--- src/rtl/pipe_pkg.sv ---
// Shared types and constants for the elastic pipeline stages.
// The stall counter width exists only when PIPE_STAGE_STATS_EN is defined.
package pipe_pkg;

    typedef enum logic [1:0] {
        ST_EMPTY = 2'd0,
        ST_BUSY  = 2'd1,
        ST_FULL  = 2'd2
    } stage_state_e;

    // Packed payload field widths used by the stage wrappers.
    localparam int RD_W       = 32;
    localparam int WN_W       = 5;
    localparam int ALU_CTL_W  = 3;
    localparam int ID_EX_W    = 3 * RD_W + WN_W + ALU_CTL_W;

`ifdef PIPE_STAGE_STATS_EN
    localparam int STATS_W = 32;
`endif

    // The stage can take a new payload unless both entries are occupied.
    function automatic logic stage_has_room(input stage_state_e s);
        return s != ST_FULL;
    endfunction

endpackage

--- src/rtl/pipe_data_reg.sv ---
// Payload register with load enable and synchronous reset to a fixed value.
module pipe_data_reg #(
    parameter int                 DATA_W  = 32,
    parameter logic [DATA_W-1:0]  RST_VAL = {DATA_W{1'b0}}
) (
    input  logic              clk,
    input  logic              rst,
    input  logic              en,
    input  logic [DATA_W-1:0] d,
    output logic [DATA_W-1:0] q
);

    logic [DATA_W-1:0] data_q;
    logic [DATA_W-1:0] data_d;

    always_comb begin
        data_d = data_q;
        if (en) begin
            data_d = d;
        end
    end

    always_ff @(posedge clk) begin
        if (rst) begin
            data_q <= RST_VAL;
        end else begin
            data_q <= data_d;
        end
    end

    assign q = data_q;

endmodule

--- src/rtl/pipe_stage_skid.sv ---
// Elastic pipeline stage: main register plus skid entry, registered in_ready.
// Define PIPE_STAGE_STATS_EN to add the saturating stall_cycles counter.
module pipe_stage_skid
    import pipe_pkg::*;
#(
    parameter int                DATA_W     = 32,
    parameter logic [DATA_W-1:0] BUBBLE_VAL = {DATA_W{1'b0}}
) (
    input  logic              clk,
    input  logic              rst,
    input  logic              flush,
    input  logic              in_valid,
    output logic              in_ready,
    input  logic [DATA_W-1:0] in_data,
    output logic              out_valid,
    input  logic              out_ready,
`ifdef PIPE_STAGE_STATS_EN
    output logic [STATS_W-1:0] stall_cycles,
`endif
    output logic [DATA_W-1:0] out_data
);

    stage_state_e      state_q;
    stage_state_e      state_d;
    logic              in_ready_q;
    logic              in_ready_d;

    logic              main_en;
    logic [DATA_W-1:0] main_d;
    logic [DATA_W-1:0] main_q;
    logic              skid_en;
    logic [DATA_W-1:0] skid_d;
    logic [DATA_W-1:0] skid_q;

    logic              push;
    logic              pop;

    assign out_valid = (state_q != ST_EMPTY);
    assign push      = in_valid & in_ready_q;
    assign pop       = out_valid & out_ready;

    always_comb begin
        state_d = state_q;
        main_en = 1'b0;
        main_d  = BUBBLE_VAL;
        skid_en = 1'b0;
        skid_d  = in_data;

        case (state_q)
            ST_EMPTY: begin
                if (push) begin
                    state_d = ST_BUSY;
                    main_en = 1'b1;
                    main_d  = in_data;
                end
            end
            ST_BUSY: begin
                if (push && pop) begin
                    main_en = 1'b1;
                    main_d  = in_data;
                end else if (push) begin
                    state_d = ST_FULL;
                    skid_en = 1'b1;
                end else if (pop) begin
                    state_d = ST_EMPTY;
                    main_en = 1'b1;
                end
            end
            ST_FULL: begin
                // in_ready is low here, so only the skid entry can move up.
                if (pop) begin
                    state_d = ST_BUSY;
                    main_en = 1'b1;
                    main_d  = skid_q;
                end
            end
            default: begin
                state_d = ST_EMPTY;
                main_en = 1'b1;
            end
        endcase

        // Squash wins over any handshake; a concurrent push is simply lost.
        if (flush) begin
            state_d = ST_EMPTY;
            main_en = 1'b1;
            main_d  = BUBBLE_VAL;
            skid_en = 1'b0;
        end

        in_ready_d = stage_has_room(state_d);
    end

    always_ff @(posedge clk) begin
        if (rst) begin
            state_q    <= ST_EMPTY;
            in_ready_q <= 1'b1;
        end else begin
            state_q    <= state_d;
            in_ready_q <= in_ready_d;
        end
    end

    pipe_data_reg #(
        .DATA_W (DATA_W),
        .RST_VAL(BUBBLE_VAL)
    ) u_main (
        .clk(clk),
        .rst(rst),
        .en (main_en),
        .d  (main_d),
        .q  (main_q)
    );

    pipe_data_reg #(
        .DATA_W (DATA_W),
        .RST_VAL({DATA_W{1'b0}})
    ) u_skid (
        .clk(clk),
        .rst(rst),
        .en (skid_en),
        .d  (skid_d),
        .q  (skid_q)
    );

    assign in_ready = in_ready_q;
    assign out_data = main_q;

`ifdef PIPE_STAGE_STATS_EN
    logic [STATS_W-1:0] stall_q;
    logic [STATS_W-1:0] stall_d;

    always_comb begin
        stall_d = stall_q;
        if (out_valid && !out_ready && (stall_q != {STATS_W{1'b1}})) begin
            stall_d = stall_q + 1'b1;
        end
    end

    always_ff @(posedge clk) begin
        if (rst) begin
            stall_q <= '0;
        end else begin
            stall_q <= stall_d;
        end
    end

    assign stall_cycles = stall_q;
`endif

endmodule

--- config.mk ---
export PLATFORM = sky130hd
export DESIGN_NAME = pipe_stage_skid
export DESIGN_NICKNAME = d
export VERILOG_FILES = /design/src/rtl/pipe_pkg.sv /design/src/rtl/pipe_data_reg.sv /design/src/rtl/pipe_stage_skid.sv
export SDC_FILE = /design/constraint.sdc
export NUM_CORES = 1
export LEC_CHECK = 0
export ABC_AREA = 0
export ABC_CLOCK_PERIOD_IN_PS = 1650
export BUFFER_PORTS_ARGS = -buffer_cell sky130_fd_sc_hd__buf_2
export CAP_MARGIN = 10
export CORE_ASPECT_RATIO = 0.7
export CORE_MARGIN = 5
export CORE_UTILIZATION = 40
export CTS_CLUSTER_DIAMETER = 120
export CTS_CLUSTER_SIZE = 25
export DETAILED_ROUTE_END_ITERATION = 10
export SYNTH_ARGS = -nofsm -noshare
export SYNTH_HDL_FRONTEND = slang
export SYNTH_HIERARCHICAL = 1
export SYNTH_SLANG_ARGS = --single-unit
--- constraint.sdc ---
create_clock -name clk -period 1.65 [get_ports clk]
set_input_delay 0.165 -clock clk [delete_from_list [all_inputs] [get_ports clk]]
set_output_delay 0.165 -clock clk [all_outputs]
set_load 0.005 [all_outputs]
* Word level (Yosys, flattened, before mapping)
Cells that the tools add are included.
** Storage, ports and cells
- Bits in registers :: 67
- Output and inout bits :: 34
- Bits of input ports :: 37
** Operators by class
- Mux-type cells :: 21
- Reductions and logical operators :: 3
- Equal/unequal tests :: 3
- Bitwise operators :: 2
** Operators by type and width (number)
- 32-bit two-way mux :: 4
- 32-bit one-hot mux with 3 select lines :: 1
- 2-bit two-way mux :: 6
- 1-bit two-way mux :: 8
- 2-bit one-hot mux with 3 select lines :: 1
- 1-bit one-hot mux with 3 select lines :: 1
- 1-bit bitwise AND :: 2
- 2-bit by 1-bit equality test with 1-bit output (second input constant) :: 1
- 2-bit equality test (second input constant) :: 1
- 2-bit logical NOT :: 1
- 2-bit != test (second input constant) :: 1
- 2-bit nonzero test :: 1
- 1-bit logical AND :: 1

* Longest topological paths before layout
Gate-level depths: netlist of run 1.
- Depth in word-level cells :: 8
- Mapped depth :: 8

* Cells and area by module
The synthesis of run 1 kept the hierarchy.
** Modules (own cells, without submodules)
- pipe_data_reg :: times used 2, cells an instance 103, area an instance 1163.6 um2
- pipe_stage_skid :: times used 1, cells an instance 102, area an instance 659.4 um2

* Worst setup path before layout of run 1
Ideal clock, no wire load.
- Path kind :: flip-flop to flip-flop
- Start point :: register state_q[1]
- End point :: register u_skid.data_q[0], in the netlist u_skid/q[0]
- Clock period less this slack :: 1611 ps
- Setup slack :: 39 ps
- Required time :: 1522 ps
- Stages on the path, launching flop included :: 9
- Data arrival time :: 1484 ps
- Cell sequence :: dfxtp_1 -> and3b_1 -> buf_4 -> buf_2 -> and3_1 -> buf_6 -> buf_12 -> mux2i_1 -> nor2_1
** Between the ends
- Longest elaborated chain between the ends :: 6
- Elaborated cells between the ends (all ways) :: 7
- Those cells by class :: eq/ne: 1; mux: 3; bitwise: 1; reduce/logical: 2
** Ends and longest elaborated chain
- start: declaration :: line pipe_stage_skid.sv:23 : stage_state_e state_q;
- start signal: assignment :: line pipe_stage_skid.sv:99 : state_q <= state_d;
- 2-bit nonzero test :: line pipe_stage_skid.sv:38 : assign out_valid = (state_q != ST_EMPTY);
- 1-bit bitwise AND :: line pipe_stage_skid.sv:40 : assign pop = out_valid & out_ready;
- 1-bit logical AND :: line pipe_stage_skid.sv:58 : if (push && pop) begin
- 1-bit two-way mux :: line pipe_stage_skid.sv:58
- 1-bit two-way mux (*) :: line pipe_stage_skid.sv:49 : case (state_q)
- 1-bit two-way mux (*) :: line pipe_stage_skid.sv:84 : if (flush) begin
- named net skid_en :: line pipe_stage_skid.sv:31 : logic skid_en;
- end signal: assignment :: line pipe_data_reg.sv:27 : data_q <= data_d;
- end: declaration :: line pipe_data_reg.sv:13 : logic [DATA_W-1:0] data_q;
Mark *: on every way through the listed nets, which the timed path passes. The rest lies on a longest branch.
A chain may end at the register's enable or synchronous reset.

* Worst setup path in the final report of run 1
- Start point :: register state_q[0]
- End point :: register u_main.data_q[2], in the netlist u_main/q[2]
** Between the ends
- Longest elaborated chain between the ends :: 7
- Elaborated cells between the ends (all ways) :: 15
- Those cells by class :: eq/ne: 2; mux: 9; bitwise: 1; reduce/logical: 3
** Ends and longest elaborated chain
- 2-bit nonzero test :: line pipe_stage_skid.sv:38
- 1-bit bitwise AND :: line pipe_stage_skid.sv:40
- 1-bit two-way mux :: line pipe_stage_skid.sv:64, pipe_stage_skid.sv:71
- 1-bit two-way mux :: line pipe_stage_skid.sv:61 : end else if (push) begin
- 1-bit two-way mux :: line pipe_stage_skid.sv:58
- 1-bit one-hot mux with 3 select lines (*) :: line pipe_stage_skid.sv:49
- 1-bit two-way mux (*) :: line pipe_stage_skid.sv:84
- named net main_en :: line pipe_stage_skid.sv:28 : logic main_en;
- end signal: assignment :: line pipe_data_reg.sv:27
- end: declaration :: line pipe_data_reg.sv:13
Marks and branches as above.

==> results_dict.tcl, run 1 <==
set metrics [dict create \
    status "finished clean" \
    rsz0062_at_grt "no" \
    clock_path_buffers 2 \
    finClkSkew_ns 0.005431 \
    hold_path_startpoint "flush" \
    fin_crit_sh_pct 95.45 \
    gp_congestion 0.7777 \
    netlist_instances 308 \
    hold_viol 0 \
    tritoncts "built" \
    seqPwrFrac_pct 51.4 \
    critical_path_class "register to register" \
    syn_area_sq_mm 0.002987 \
    yosysWarningCount 6 \
    hold_end "state_q[1]" \
    switching_share_pct 23.99 \
    antenna_left 0 \
    min_period_ns 1.575 \
    final_cell_mix "nor2_1 (96), buf_2 (70), mux2i_1 (65), dfxtp_1 (65), a32oi_1 (32)" \
    grt_use_met2_pct 25.53 \
    die-area_sq_mm 0.009322 \
    vias 2497 \
    grt_pass1_vias 2449 \
    syn-num-nets 345 \
    clkTransAtPathRegs_ns 0.07 \
    hold_depth 2 \
    antenna_found_initial 0 \
    clock_latency_ns 0.33 \
    r2r_slack_ns 0.08 \
    htreeDepth 3 \
    setup_viol 0 \
    slew_headroom_pct 75.75 \
    grt-busiest-layer "met2" \
    dp.final_hpwl_mm 5.086 \
    p_per_area_mw_per_mm2 903.8 \
    drtPass1Iterations 4 \
    avgSynthCellArea_sq_um 9.697 \
    fin_ws_ns 0.07501 \
    p_int_mw 2.463 \
    grt_use_met3_pct 5.462 \
    grt_usage_pct 16.82 \
    fin_nets 411 \
    hold_buffers 0 \
    final_layout_size_suffix_gt1_share_pct 27.78 \
    start_util_pct 40.99 \
    synth_edf_count 0 \
    crit_arrival_ns 1.79 \
    ys_ff_latch 67 \
    hp-class "input pin to register" \
    clock_power_share_pct 37.7 \
    cts.sinks 67 \
    num_rows 26 \
    wl_per_cell_microns 16.04 \
    fp.dieH_microns 82.30 \
    fin_setup_tns_ns 0 \
    worst_ep_required_time_ns 1.87 \
    drv_cap 0 \
    grt_overflow_total 0 \
    max_freq_ghz 0.6349 \
    use_met1_pct 22.87 \
    io_pins 71 \
    grt_pass1_wl_mm 12.36 \
    drcViolationCount 0 \
    r2r-end "u_main/q[2]" \
    drt_wl_total_mm 7.637 \
    place_ws_ns 0.01652 \
    seq_area_frac_synth_pct 44.91 \
    io_buffers 70 \
    antenna_cells 0 \
    drtIter0Drc 143 \
    syn_to_final_growth_pct 20.03 \
    combPwrFrac_pct 10.8 \
    startpoint_type "register" \
    layout_commonest_cell "nor2_1" \
    r2r-start "state_q[0]" \
    die_w_microns 113.3 \
    grt_max_degree 56 \
    r2r_cells 5 \
    synthArstFlopShare_pct 0 \
    vias_per_cell 5.246 \
    end_kind "register" \
    max_slew.worst_pin.slew_ns 0.3629 \
    p_leak_nw 1.609 \
    coreArea_sq_mm 0.007287 \
    cts_root_buf "clkbuf_8" \
    ir_drop_v 0.0003398 \
    finalMaxSlewViolations 0 \
    cts_buffers 9 \
    yosys_most_used_dff "dfxtp_1" \
    synth_cell_types 23 \
    p_switching_uw 777.1 \
    path_max_fanout 18 \
]
## synth_stat cells, drive strengths merged, types with 2 or more instances
master,n,share of area (%)
buf,18,6.5
dfxtp,67,45
a32oi,32,9.4
and3b,2,0.59
nor2,96,12
clkbuf,11,1.4
nand2,3,0.38
or2,2,0.42
mux2i,65,22
inv,2,0.25
## per-stage QoR
| step | cell area, sq um | instances | utilization, % | hold WS [ns] | total power, mW |
|---|---|---|---|---|---|
| 6_report | 3585 | 476 | 49.19 | 0.05516 | 3.240 |
| 5_1_grt | 3585 | 476 | 49.19 | 0.04242 | 3.401 |
| 4_1_cts | 3558 | 475 | 48.83 | 0.03984 | 3.273 |
| 3_5_place_dp | 3379 | 460 | 46.38 | 0.4040 | 2.046 |
| 3_3_place_gp | 3379 | 460 | 46.38 | 0.3957 | 2.041 |
| 2_1_floorplan | 2987 | 308 | - | 0.2374 | 1.919 |
## registers in the layout, indices dropped and copies added (netlist names)
register,count
u_main/q,32
u_skid/q,32
state_q,2
in_ready,1
## critical path, cell delays in order (launching register included)
cell and delay (ns):
dfxtp_2 0.35, nor2b_2 0.18, o311ai_4 0.38, buf_12 0.24
mux2i_1 0.25, nor2_1 0.06
## layer usage
layer / wire length [microns] / part of all wire, % / vias up
li1: - / - / 1219
met1: 3795 / 50 / 1192
met2: 3253 / 43 / 76
met3: 493 / 6.5 / 10
met4: 95 / 1.2 / 0
met5: 0 / 0 / -
## timing repair
action,4_1_cts,5_1_grt
buffers inserted,0,0
resized for setup,0,7
setup endpoints to repair,0,29
## power by group through the flow
| stage | clock network [mW] | registers, mW | logic, mW |
|---|---|---|---|
| 2_1_floorplan | 0 | 1.70 | 0.216 |
| 3_3_place_gp | 0 | 1.70 | 0.338 |
| 3_5_place_dp | 0 | 1.70 | 0.343 |
| 4_1_cts | 1.26 | 1.67 | 0.344 |
| 5_1_grt | 1.35 | 1.67 | 0.385 |
| 6_report | 1.22 | 1.67 | 0.351 |
## worst max path at each step
stage                   endpoint  startpoint  slack, ns  cells past startpoint
global route         u_main/q[2]  state_q[0]       0.02                      5
CTS                 u_main/q[25]  state_q[0]      0.009                      5
floorplan            u_skid/q[0]  state_q[1]       0.04                      8
finish               u_main/q[2]  state_q[0]       0.08                      5
global placement    u_main/q[30]  state_q[0]       0.05                      5
detailed placement  u_main/q[28]  state_q[0]       0.02                      5
## layout make-up
| type | count | area (sq um) |
|---|---|---|
| Fill cell | 730 | 3702 |
| Multi-Input combinational cell | 210 | 1423 |
| Sequential cell | 67 | 1344 |
| Timing Repair Buffer | 84 | 509.2 |
| Clock buffer | 13 | 168.9 |
| Tap cell | 98 | 122.6 |
| Clock inverter | 2 | 10.01 |
| Inverter | 2 | 7.507 |
## cell families (layout without fill, tap and decap cells)
| family | Yosys count | after routing | share of synthesized area (%) |
|---|---|---|---|
| flops | 67 | 67 | 44.91 |
| mux | 65 | 65 | 21.78 |
| compound gates | 37 | 37 | 10.60 |
| simple gates | 108 | 108 | 14.54 |
| buf+inv | 31 | 101 | 8.169 |
Note: power is estimated with default switching activity, not from simulation.
==> inputs of run 2 (changes only) <==
--- a/config.mk
+++ b/config.mk
@@ -7,7 +7,6 @@
 export LEC_CHECK = 0
 export ABC_AREA = 0
 export ABC_CLOCK_PERIOD_IN_PS = 1650
-export BUFFER_PORTS_ARGS = -buffer_cell sky130_fd_sc_hd__buf_2
 export CAP_MARGIN = 10
 export CORE_ASPECT_RATIO = 0.7
 export CORE_MARGIN = 5
@@ -15,6 +14,8 @@
 export CTS_CLUSTER_DIAMETER = 120
 export CTS_CLUSTER_SIZE = 25
 export DETAILED_ROUTE_END_ITERATION = 10
+export DONT_BUFFER_PORTS = 1
+export REMOVE_ABC_BUFFERS = 1
 export SYNTH_ARGS = -nofsm -noshare
 export SYNTH_HDL_FRONTEND = slang
 export SYNTH_HIERARCHICAL = 1
==> run 2 against run 1 <==
Against the previous run: wire length up 1.2%; cell count is 6.5% lower; sequential power is essentially flat.
==> results_dict.tcl, run 2 (synthesis gave the netlist of run 1 again) <==
set metrics [dict create \
    status "finished clean" \
    r2r_slack_ns 0.08 \
    critical_path_class "register to register" \
    clkTransAtPathRegs_ns 0.08 \
    hold_viol 0 \
    multi_input_area_sq_mm 0.001423 \
    cts_buffers 9 \
    fin_setup_tns_ns 0 \
    wl_per_cell_microns 17.36 \
    gp_congestion 0.7246 \
    grt_usage_pct 16.59 \
    cts_root_buf "clkbuf_8" \
    r2r-end "u_main/q[17]" \
    min_period_ns 1.569 \
    coreArea_sq_mm 0.007287 \
    finClkSkew_ns 0.008297 \
    fp.dieH_microns 82.30 \
    p_per_area_mw_per_mm2 929.9 \
    crit_start "state_q[0]" \
    r2r-start "state_q[0]" \
    end_kind "register" \
    htreeDepth 3 \
    die_w_microns 113.3 \
    cp_slowest_cell "dfxtp_2" \
    grt_max_degree 68 \
    clock_path_buffers 2 \
    die-area_sq_mm 0.009322 \
    hold_path_startpoint "out_ready" \
    grt_pass1_vias 2413 \
    antenna_left 0 \
    grt_pass1_wl_mm 12.19 \
    fillers 691 \
    ir_drop_v 0.0004210 \
    drcViolationCount 0 \
    fin_crit_sh_pct 95.08 \
    drv_cap 0 \
    final_layout_size_suffix_gt1_share_pct 11.53 \
    r2r_cells 6 \
    start_util_pct 40.99 \
    startpoint_type "register" \
    drtPass1Iterations 4 \
    syn_to_final_growth_pct 21.87 \
    num_rows 26 \
    cts.sinks 67 \
    hold_depth 2 \
    tritoncts "built" \
    fin_nets 379 \
    worstPathCellList "a21oi_1 -> o311ai_4 -> buf_4 -> buf_6 -> mux2i_1 -> nor2_1" \
    max_slew.worst_pin.slew_ns 0.3104 \
    placedCellCount 389 \
    worst_ep_required_time_ns 1.88 \
    grt_overflow_total 0 \
    slew_headroom_pct 79.09 \
    p_leak_nw 1.452 \
    layout_commonest_cell "nor2_1" \
    antenna_found_initial 0 \
    hp-class "input pin to register" \
    antenna_cells 0 \
    max_freq_ghz 0.6374 \
    io_pins 71 \
    regArea_sq_mm 0.001345 \
    endpoint "u_main/q[17]" \
    vias 2406 \
    final_cell_mix "nor2_1 (96), mux2i_1 (65), dfxtp_1 (64), dlygate4sd3_1 (35), a32oi_1 (32)" \
    crit_arrival_ns 1.80 \
    drt_wl_total_mm 7.726 \
    path_max_fanout 11 \
    layoutNonFillerInstCount 445 \
    setup_viol 0 \
    finalMaxSlewViolations 0 \
    clock_latency_ns 0.34 \
    dp.final_hpwl_mm 4.486 \
    io_buffers 0 \
    drtIter0Drc 218 \
    critPathMaxStageDelay_ns 0.40 \
    vias_per_cell 5.407 \
]
-- run 2: changes by cell type in the layout (fill, tap and decap cells not counted), moves of 2 or more --
cell,delta
dlygate4sd3_1,+35
clkbuf_8,-2
buf_2,-70
buf_12,-2
buf_4,+2
-- run 2: where the power goes --
part / total [mW] / internal [mW] / switching, mW / leakage (nW)
registers: 1.67 / 1.65 / 0.0255 / 0.543
logic: 0.346 / 0.178 / 0.169 / 0.810
clock network: 1.37 / 0.732 / 0.633 / 0.0991
-- run 2: cell type report --
type,count,area share [%]
well taps,98,3.369
multi-input cells,210,39.09
inverters,2,0.2063
clock inverters,5,1.444
flip-flops and latches,67,36.95
clock buffers,11,3.885
repair buffers,52,15.06
-- run 2: stage by stage --
step                area [sq um]  util, %  setup slack, ns  hold WS [ns]  power (mW)
floorplan                   2750        -           -4.812        0.2374       1.889
global placement            3009    41.29           0.1412        0.2425       1.926
detailed placement          3009    41.29          0.08417        0.2449       1.929
CTS                         3571    49.00          0.05663     0.0001656       3.397
global route                3640    49.95         -0.01213       0.04285       3.533
finish                      3640    49.95          0.08113       0.07160       3.385
-- run 2: per-layer routing --
layer / GRT usage, % / up-vias / share of wire, % / routed length [microns]
li1: - / 1166 / - / -
met1: 21.47 / 1135 / 48 / 3700
met2: 24.17 / 93 / 41 / 3167
met3: 7.866 / 12 / 10 / 774
met4: 6.002 / 0 / 1.1 / 83
met5: 0 / - / 0 / 0
-- run 2: how the worst min path moves through the flow --
stage                       end  slack [ns]
floorplan           u_main/q[0]        0.24
global placement     state_q[1]        0.24
detailed placement  u_main/q[5]        0.24
CTS                  state_q[0]      0.0002
global route         state_q[0]        0.04
finish               state_q[0]        0.07
-- run 2: worst max-delay path: cells and delay by family, from the launching register on --
| family | cells | cell delay, ns |
|---|---|---|
| flip-flops | 1 | 0.40 |
| multiplexers | 1 | 0.20 |
| AND/OR/NAND/NOR | 1 | 0.05 |
| AO/OA/AOI/OAI | 2 | 0.40 |
| buffers and inverters | 2 | 0.39 |
-- run 2: timing repair --
item                                    in CTS  in global routing
setup buffers                                0                  2
hold endpoints to repair                    67                  1
gates resized for setup                      0                  6
endpoints found under the setup margin       0                 50
hold buffers                                35                  1
==> inputs of run 3 (changes only) <==
--- a/config.mk
+++ b/config.mk
@@ -6,16 +6,19 @@
 export NUM_CORES = 1
 export LEC_CHECK = 0
 export ABC_AREA = 0
-export ABC_CLOCK_PERIOD_IN_PS = 1650
 export CAP_MARGIN = 10
+export CELL_PAD_IN_SITES_DETAIL_PLACEMENT = 0
+export CELL_PAD_IN_SITES_GLOBAL_PLACEMENT = 2
 export CORE_ASPECT_RATIO = 0.7
 export CORE_MARGIN = 5
-export CORE_UTILIZATION = 40
+export CORE_UTILIZATION = 34
 export CTS_CLUSTER_DIAMETER = 120
 export CTS_CLUSTER_SIZE = 25
 export DETAILED_ROUTE_END_ITERATION = 10
 export DONT_BUFFER_PORTS = 1
+export PLACE_DENSITY_LB_ADDON = 0.1
 export REMOVE_ABC_BUFFERS = 1
+export SLEW_MARGIN = 20
 export SYNTH_ARGS = -nofsm -noshare
 export SYNTH_HDL_FRONTEND = slang
 export SYNTH_HIERARCHICAL = 1
==> run 3 against run 2 <==
Against the previous run: the flow now finishes with violations (hold timing); power rose by 6.2%; sequential share of layout area rose by 3.0 points; worst setup slack got worse by 0.012 ns; wire length rose by 2.8%; utilization fell by 10 points; sequential power barely moved; maximum frequency fell by 0.77%; combinational power fell by 29%; hold slack got worse by 0.17 ns; final area fell by 7.5%; register-to-register slack improved by 0.02 ns; critical endpoint is now state_q[0]; largest cell class unchanged; highest routed layer unchanged.
==> results_dict.tcl, run 3 (synthesis gave the netlist of run 1 again) <==
set metrics [dict create \
    clock_path_buffers 2 \
    seqPwrFrac_pct 46.6 \
    setup_viol 0 \
    final_cell_mix "nor2_1 (96), mux2i_1 (65), dfxtp_1 (64), a32oi_1 (32)" \
    htreeDepth 3 \
    worstPathCellList "dlygate4sd3_1 -> or2_2 -> dlygate4sd3_1 -> a311oi_2" \
    critPathMaxStageDelay_ns 0.57 \
    failed_checks "hold timing" \
    start_util_pct 35.08 \
    crit_family "buffers and inverters" \
    fp.dieH_microns 88.42 \
    cts_buffers 9 \
    grt_usage_pct 14.84 \
    cp_slowest_cell "dlygate4sd3_1" \
    drcViolationCount 0 \
    end_kind "register" \
    vias 2231 \
    hp-class "input pin to register" \
    combPwrFrac_pct 6.8 \
    io_pins 71 \
    slew_headroom_pct 70.86 \
    p_leak_nw 1.317 \
    dp.final_hpwl_mm 4.735 \
    cts_setup_buffers 0 \
    die_w_microns 122.0 \
    grt_pass1_wl_mm 12.06 \
    path_max_fanout 3 \
    utilization_pct 39.54 \
    max_freq_ghz 0.6325 \
    drtIter0Drc 69 \
    worst_ep_required_time_ns 1.89 \
    hold-worst-slack_ns -0.09636 \
    cts.sinks 67 \
    gp_congestion 0.6969 \
    switching_share_pct 22.12 \
    min_period_ns 1.581 \
    finClkSkew_ns 0.003068 \
    final_cell_area_sq_mm 0.003366 \
    placed_area_sq_mm 0.003032 \
    clkTransAtPathRegs_ns 0.05 \
    drtPass1Iterations 4 \
    wl_per_cell_microns 18.51 \
    worst-path-buf-inv 2 \
    fin_ws_ns 0.06895 \
    grt_overflow_total 0 \
    placedCellCount 412 \
    antenna_found_initial 0 \
    antenna_cells 0 \
    antenna_left 0 \
    finalMaxSlewViolations 0 \
    fin_nets 344 \
    grt_pass1_vias 2233 \
    p_switching_uw 795.4 \
    layout_commonest_cell "nor2_1" \
    fin_crit_sh_pct 95.82 \
    startpoint_type "input pin" \
    ir_drop_v 0.0006530 \
    cpMostUsedCell "dlygate4sd3_1" \
    clock_power_share_pct 46.6 \
    p_int_mw 2.800 \
    drt_wl_total_mm 7.940 \
    final_layout_size_suffix_gt1_share_pct 10.68 \
    die-area_sq_mm 0.01079 \
    io_buffers 0 \
    layoutNonFillerInstCount 429 \
    max_slew.worst_pin.slew_ns 0.4361 \
    critical_path_class "input pin to register" \
    cts_root_buf "clkbuf_16" \
    status "complete, but fails checks" \
    hold_viol 66 \
    place_ws_ns 0.02939 \
    drv_cap 0 \
    tritoncts "built" \
    crit_arrival_ns 1.82 \
    syn_to_final_growth_pct 12.69 \
    p_per_area_mw_per_mm2 1068 \
    clock_latency_ns 0.33 \
    vias_per_cell 5.200 \
    coreArea_sq_mm 0.008513 \
    num_rows 28 \
    grt_max_degree 68 \
    hold_buffers 3 \
]
## run 3: changes by cell type in the layout (fill, tap and decap cells not counted), moves of 2 or more
cell           previous run  this run
dlygate4sd3_1            35         3
clkbuf_8                 10         1
clkbuf_1                  1         3
clkbuf_16                 1         9
clkinv_2                  3         0
buf_4                    11         9
## run 3: final cells by class
cell class                      instances  area, sq um
Fill cell                             886         5147
Multi-Input combinational cell        210         1429
Sequential cell                        67         1345
Clock buffer                           13        250.2
Timing Repair Buffer                   17        183.9
Tap cell                              120        150.1
Inverter                                2        7.507
## run 3: timing repair
item	4_1_cts	5_1_grt
resized for setup	0	14
hold endpoints to repair	67	66
endpoints found under the setup margin	0	42
## run 3: metrics by stage
| step | power, mW | TNS (ns) |
|---|---|---|
| 6_report | 3.595 | 0 |
| 5_1_grt | 3.771 | -0.01671 |
| 4_1_cts | 3.647 | 0 |
| 3_5_place_dp | 1.931 | 0 |
| 3_3_place_gp | 1.931 | 0 |
| 2_1_floorplan | 1.889 | -190.33 |
## run 3: power groups by stage
stage	registers, mW	clock network (mW)	logic [mW]
2_1_floorplan	1.70	0	0.187
3_3_place_gp	1.71	0	0.222
3_5_place_dp	1.71	0	0.222
4_1_cts	1.68	1.74	0.228
5_1_grt	1.68	1.83	0.268
6_report	1.68	1.67	0.244
## run 3: layer usage
metal	up-vias	GRT usage, %	wire, microns
li1	1082	-	-
met1	1081	17.31	3431
met2	57	23.15	3649
met3	11	7.796	751
met4	0	6.104	107
met5	-	0	0
## run 3: final timing paths
kind | from | endpoint | slack, ns | depth (start not counted)
setup / recovery | flush | state_q[0] | 0.07 | 4
hold / removal | rst | u_main/q[20] | -0.1 | 1
setup reg to reg | state_q[0] | u_main/q[13] | 0.10 | 5
hold reg to reg | u_skid/q[1] | u_skid/q[1] | 0.49 | 2
## run 3: worst register-to-register path: stages (launching register included)
cell,delay (ns)
dfxtp_2,0.39
a21oi_1,0.10
o311ai_4,0.45
buf_6,0.25
mux2i_1,0.21
nor2_1,0.05
